==> config.mk <==
export PLATFORM = sky130hd
export DESIGN_NAME = ex_stage
export DESIGN_NICKNAME = d
export VERILOG_FILES = /design/src/rtl/ex_stage.sv
export SDC_FILE = /design/constraint.sdc
export NUM_CORES = 1
export LEC_CHECK = 0
export ABC_AREA = 1
export BUFFER_PORTS_ARGS = -buffer_cell sky130_fd_sc_hd__buf_2
export CORE_MARGIN = 2
export CORE_UTILIZATION = 45
export DETAILED_ROUTE_END_ITERATION = 8
export GPL_TIMING_DRIVEN = 0
export PLACE_DENSITY = 0.67
export SLEW_MARGIN = 30
export SYNTH_ARGS = -nofsm -noshare
export SYNTH_HDL_FRONTEND = slang
export SYNTH_SLANG_ARGS = --single-unit
==> constraint.sdc <==
create_clock -name clk -period 7.2 [get_ports clk]
set_input_delay 0.36 -clock clk [delete_from_list [all_inputs] [get_ports clk]]
set_output_delay 0.36 -clock clk [all_outputs]
set_load 0.03 [all_outputs]
==> src/rtl/ex_stage.sv <==
// ex_stage: ARM execute stage; builds operand 2, runs the ALU, computes the branch target and owns the NZCV register.
//   in : clk, rst (sync, active-high), ID/EX controls, EX_command_in, status_register_in, operands, pc_in, immediates
//   out: alu_result, branch_address, branch_taken, status_register (registered), pass-through controls/dst/val_Rm
module ex_stage #(
  parameter int WORD_WIDTH            = 32,
  parameter int REG_FILE_DEPTH        = 4,
  parameter int SIGNED_IMM_WIDTH      = 24,
  parameter int SHIFTER_OPERAND_WIDTH = 12
) (
  input  logic                             clk,
  input  logic                             rst,
  input  logic [3:0]                       EX_command_in,
  input  logic                             mem_read_in,
  input  logic                             mem_write_in,
  input  logic                             WB_en_in,
  input  logic                             Imm_in,
  input  logic                             B_in,
  input  logic                             SR_update_in,
  input  logic [3:0]                       status_register_in,
  input  logic [REG_FILE_DEPTH-1:0]        reg_file_dst_in,
  input  logic [SIGNED_IMM_WIDTH-1:0]      signed_immediate_in,
  input  logic [SHIFTER_OPERAND_WIDTH-1:0] shifter_operand_in,
  input  logic [WORD_WIDTH-1:0]            pc_in,
  input  logic [WORD_WIDTH-1:0]            val_Rn_in,
  input  logic [WORD_WIDTH-1:0]            val_Rm_in,
  output logic [WORD_WIDTH-1:0]            alu_result,
  output logic [WORD_WIDTH-1:0]            branch_address,
  output logic                             branch_taken,
  output logic [3:0]                       status_register,
  output logic                             mem_read_out,
  output logic                             mem_write_out,
  output logic                             WB_en_out,
  output logic [REG_FILE_DEPTH-1:0]        reg_file_dst_out,
  output logic [WORD_WIDTH-1:0]            val_Rm_out
);
  localparam int MSB = WORD_WIDTH - 1;

  function automatic logic [WORD_WIDTH-1:0] ror(input logic [WORD_WIDTH-1:0] x, input logic [4:0] r);
    return (x >> r) | (x << (WORD_WIDTH - 32'(r)));
  endfunction

  logic [WORD_WIDTH-1:0] imm_rot, rm_asr, rm_shift, val2, b_op, result;
  logic [WORD_WIDTH:0]   sum;
  logic [1:0]            sh_type;
  logic [4:0]            sh_amt;
  logic                  arith, sub, cin, valid, c_f, v_f;
  logic [3:0]            flags, status_register_d, status_register_q;

  always_comb begin
    imm_rot  = ror({{(WORD_WIDTH-8){1'b0}}, shifter_operand_in[7:0]}, {shifter_operand_in[11:8], 1'b0});
    sh_amt   = shifter_operand_in[11:7];
    sh_type  = shifter_operand_in[6:5];
    // kept separate so the signed shift is not turned logical by a mixed-sign ternary
    rm_asr   = $signed(val_Rm_in) >>> sh_amt;
    rm_shift = sh_type == 2'b00 ? val_Rm_in << sh_amt :
               sh_type == 2'b01 ? val_Rm_in >> sh_amt :
               sh_type == 2'b10 ? rm_asr : ror(val_Rm_in, sh_amt);
    val2     = Imm_in ? imm_rot :
               (mem_read_in | mem_write_in) ? {{(WORD_WIDTH-SHIFTER_OPERAND_WIDTH){1'b0}}, shifter_operand_in} :
               rm_shift;
    arith    = EX_command_in inside {4'd2, 4'd3, 4'd4, 4'd5};
    sub      = EX_command_in inside {4'd4, 4'd5};
    valid    = arith | (EX_command_in inside {4'd1, 4'd6, 4'd7, 4'd8, 4'd9});
    // SUB forces the +1 of two's complement; ADC/SBC take the incoming carry
    cin      = (EX_command_in == 4'd4) | ((EX_command_in inside {4'd3, 4'd5}) & status_register_in[1]);
    b_op     = sub ? ~val2 : val2;
    sum      = {1'b0, val_Rn_in} + {1'b0, b_op} + {{WORD_WIDTH{1'b0}}, cin};
    result   = arith                  ? sum[MSB:0] :
               EX_command_in == 4'd1  ? val2 :
               EX_command_in == 4'd9  ? ~val2 :
               EX_command_in == 4'd6  ? val_Rn_in & val2 :
               EX_command_in == 4'd7  ? val_Rn_in | val2 :
               EX_command_in == 4'd8  ? val_Rn_in ^ val2 : '0;
    c_f      = arith ? sum[WORD_WIDTH] : status_register_in[1];
    v_f      = arith ? (val_Rn_in[MSB] == b_op[MSB]) & (result[MSB] != val_Rn_in[MSB]) : status_register_in[0];
    // undefined opcodes report the flags they came in with
    flags    = valid ? {result[MSB], result == '0, c_f, v_f} : status_register_in;
    status_register_d = SR_update_in ? flags : status_register_q;
  end

  always_ff @(posedge clk) begin
    if (rst) status_register_q <= 4'b0000;
    else     status_register_q <= status_register_d;
  end

  assign alu_result       = result;
  assign branch_address   = pc_in + {{(WORD_WIDTH-SIGNED_IMM_WIDTH-2){signed_immediate_in[SIGNED_IMM_WIDTH-1]}},
                                     signed_immediate_in, 2'b00};
  assign branch_taken     = B_in;
  assign status_register  = status_register_q;
  assign mem_read_out     = mem_read_in;
  assign mem_write_out    = mem_write_in;
  assign WB_en_out        = WB_en_in;
  assign reg_file_dst_out = reg_file_dst_in;
  assign val_Rm_out       = val_Rm_in;
endmodule

==> impl_metrics.env <==
export IMPL_grt_pass1_wl_microns=107000
export IMPL_crit_slowest_cell="o21ai_0"
export IMPL_dp_hpwl_microns=61500
export IMPL_die_width_microns=174
export IMPL_start_kind="input pin"
export IMPL_htreeDepth=1
export IMPL_synth_seq_cells=4
export IMPL_critPathCaptureType="primary output"
export IMPL_antenna_found_initial=5
export IMPL_endpoint="alu_result[31]"
export IMPL_cts_tree="yes"
export IMPL_die_height_microns=174
export IMPL_period_share_pct=98.2
export IMPL_routabilityCongestion=1.16
export IMPL_start_util_pct=45.5
export IMPL_worst_pin_slew_ns=1.04
export IMPL_power_static_leakage_nw=8.04
export IMPL_path_common_cell="nand2_1"
export IMPL_critPathMaxFanout=11
export IMPL_async_flop_share_pct=0
export IMPL_ys_types=60
export IMPL_clk_pin_slew_ns=0.03
export IMPL_grt_pass1_vias=17700
export IMPL_syn_inst=2484
export IMPL_die_area_sq_um=30300
export IMPL_synth_area_top_cells="nand2_1 20%, nand3_1 17%, ha_1 12%"
export IMPL_crit_required_ns=6.84
export IMPL_cts_hold_buf=0
export IMPL_cts_sinks=4
export IMPL_diodes=0
export IMPL_drc=9
export IMPL_core_area_sq_um=28600
export IMPL_yosys_area_top_type_share_pct=19.8
export IMPL_power_density_nw_per_um2=119
export IMPL_yosysSeqAreaShare_pct=0.615
export IMPL_clk_path_buf_depth=2
export IMPL_synth_common_cells="687 x nand2_1, 435 x nand3_1, 233 x inv_1, 223 x nor2_1, 157 x a21oi_1"
export IMPL_dr_pass1_iters=9
export IMPL_p_total_w=0.00177
export IMPL_period_needed_ns=7.07
export IMPL_largest_reg_flops=4
export IMPL_synth_edf_count=0
export IMPL_yosysMostFrequentCell="nand2_1"
export IMPL_drv_slew=0
export IMPL_final_design_area_no_fill_sq_um=14800
export IMPL_worst_slack_ns=0.129
export IMPL_ant_nets=0
export IMPL_yosysWarnings=0
export IMPL_io_buffer_count=246
export IMPL_r2r_start="status_register[0]$_SDFFE_PP0P_"
export IMPL_post_cts_buffers=0
export IMPL_postRouteWirelength_microns=74600
export IMPL_cp_arrival_ns=6.71
export IMPL_syn_to_final_growth_pct=13.8
export IMPL_ff2ff_path_depth=2
export IMPL_drive_above_1_share_pct=16.0
export IMPL_post_place_ws_ns=0.323
export IMPL_yosysTopAreaCell="nand2_1"
export IMPL_finalSetupViolations=0
export IMPL_ir_drop_mv=0.0837
export IMPL_cap_violations=0
export IMPL_rsz0062_at_grt="no"
export IMPL_numCtsBuffers=3
export IMPL_grt_use_total_pct=46.4
export IMPL_cts_repair_resized=0
export IMPL_grt_max_degree=12
export IMPL_synth_area_per_cell_sq_um=5.24
export IMPL_drt_iter0_markers=3747
export IMPL_hold_viol=0
export IMPL_place_area_sq_um=14700
export IMPL_fillCellCount=3103
export IMPL_vias=20100
export IMPL_io_pins=260
export IMPL_root_buffer="clkbuf_16"
export IMPL_status="finished, violations left"
export IMPL_worstSetupStartpoint="shifter_operand_in[8]"
export IMPL_area_sequential_sq_um=80.1
export IMPL_violations="design-rule violations"
export IMPL_avgRoutedWirePerCell_microns=23.9
export IMPL_fmax_mhz=141
export IMPL_vias_per_cell=6.44
export IMPL_slowest_delay_ns=0.49
export IMPL_critical_path_class="in -> out"
export IMPL_syn_nets=2766
export IMPL_overflow=0
export IMPL_fin_skew_ns=0
export IMPL_min_path_type="in -> reg"
export IMPL_multi_input_area_sq_um=11100
export IMPL_num_nets_final=3017
export IMPL_maxSlewHeadroom_pct=30.2
export IMPL_insertion_delay_ns=0.23
export IMPL_num_rows=62
export IMPL_synth_ff_type="dfxtp_1"
export IMPL_holdWs_ns=0.347
export IMPL_r2r_end="status_register[0]$_SDFFE_PP0P_"
export IMPL_fin_tns_setup_ns=0
export IMPL_r2r_slack_ns=6.56
export IMPL_synth_area_sq_um=13000
## worst max-delay path: cells and delay by family
kind,cells,cell delay [ns]
and+or+nand+nor,15,2.61
buffers and inverters,10,1.93
adders and majority gates,2,0.75
AOI/OAI and AO/OA,2,0.56
xor gates and xnor gates,2,0.48
## logic make-up (layout without fill, tap and decap cells)
| group | Yosys count | after routing | share of synthesized area [%] |
|---|---|---|---|
| buffers and inverters | 404 | 653 | 14.0 |
| XOR/XNOR | 64 | 64 | 4.37 |
| AO/OA/AOI/OAI | 404 | 404 | 18.1 |
| AND/OR/NAND/NOR | 1478 | 1478 | 50.2 |
| adder cells (fa/ha/maj) | 130 | 130 | 12.7 |
| flip-flops | 4 | 4 | 0.615 |
## routing by layer
metal | GRT usage, % | wire length, microns
met1 | 61.9 | 28500
met3 | 19.4 | 13600
met4 | 17.6 | 4220
met5 | 0 | 88
met2 | 65.8 | 28300
## where the power goes
part            total, W  internal, W  switching [W]
combinational    0.00166     0.000468        0.00119
clock          0.0000883    0.0000711      0.0000172
sequential     0.0000247    0.0000240    0.000000706
total            0.00177     0.000563        0.00121
## cells in the final DEF (no fill, tap or decap), types with 14 or more instances in the layout
master	synthesis	layout
a21oi_1	157	157
a221oi_1	32	32
buf_1	15	15
buf_2	38	284
buf_4	51	51
clkbuf_1	44	44
ha_1	127	127
inv_1	233	233
nand2_1	687	687
nand2_2	33	33
nand3_1	435	435
nand4_1	28	28
nor2_1	223	223
nor3_1	14	14
o211ai_1	25	25
o21ai_0	104	102
o21ai_1	29	31
xnor2_1	29	29
xor2_1	34	34
## layout make-up
cell class                 count  area share [%]
sequential                     4           0.541
timing repair buffer         246            8.32
multi-input combinational   2076            75.0
inverter                     249            6.36
tap                          384            3.25
clock buffer                   3           0.507
buffer                       155            5.98
## how the worst min path moves through the flow
stage	cells after the start	startpoint	endpoint
after detailed placement	2	status_register[3]$_SDFFE_PP0P_	status_register[3]$_SDFFE_PP0P_
after global routing	2	rst	status_register[3]$_SDFFE_PP0P_
after global placement	2	status_register[1]$_SDFFE_PP0P_	status_register[1]$_SDFFE_PP0P_
after CTS	2	rst	status_register[3]$_SDFFE_PP0P_
final	2	rst	status_register[3]$_SDFFE_PP0P_
after floorplan	1	rst	status_register[1]$_SDFFE_PP0P_
## stage by stage
stage | util, % | instances
2_1_floorplan | - | 2484
3_3_place_gp | 51.4 | 3114
3_5_place_dp | 51.4 | 3114
4_1_cts | 51.7 | 3117
5_1_grt | 51.7 | 3117
6_report | 51.7 | 3117
Power figures use the tool's default switching activity.
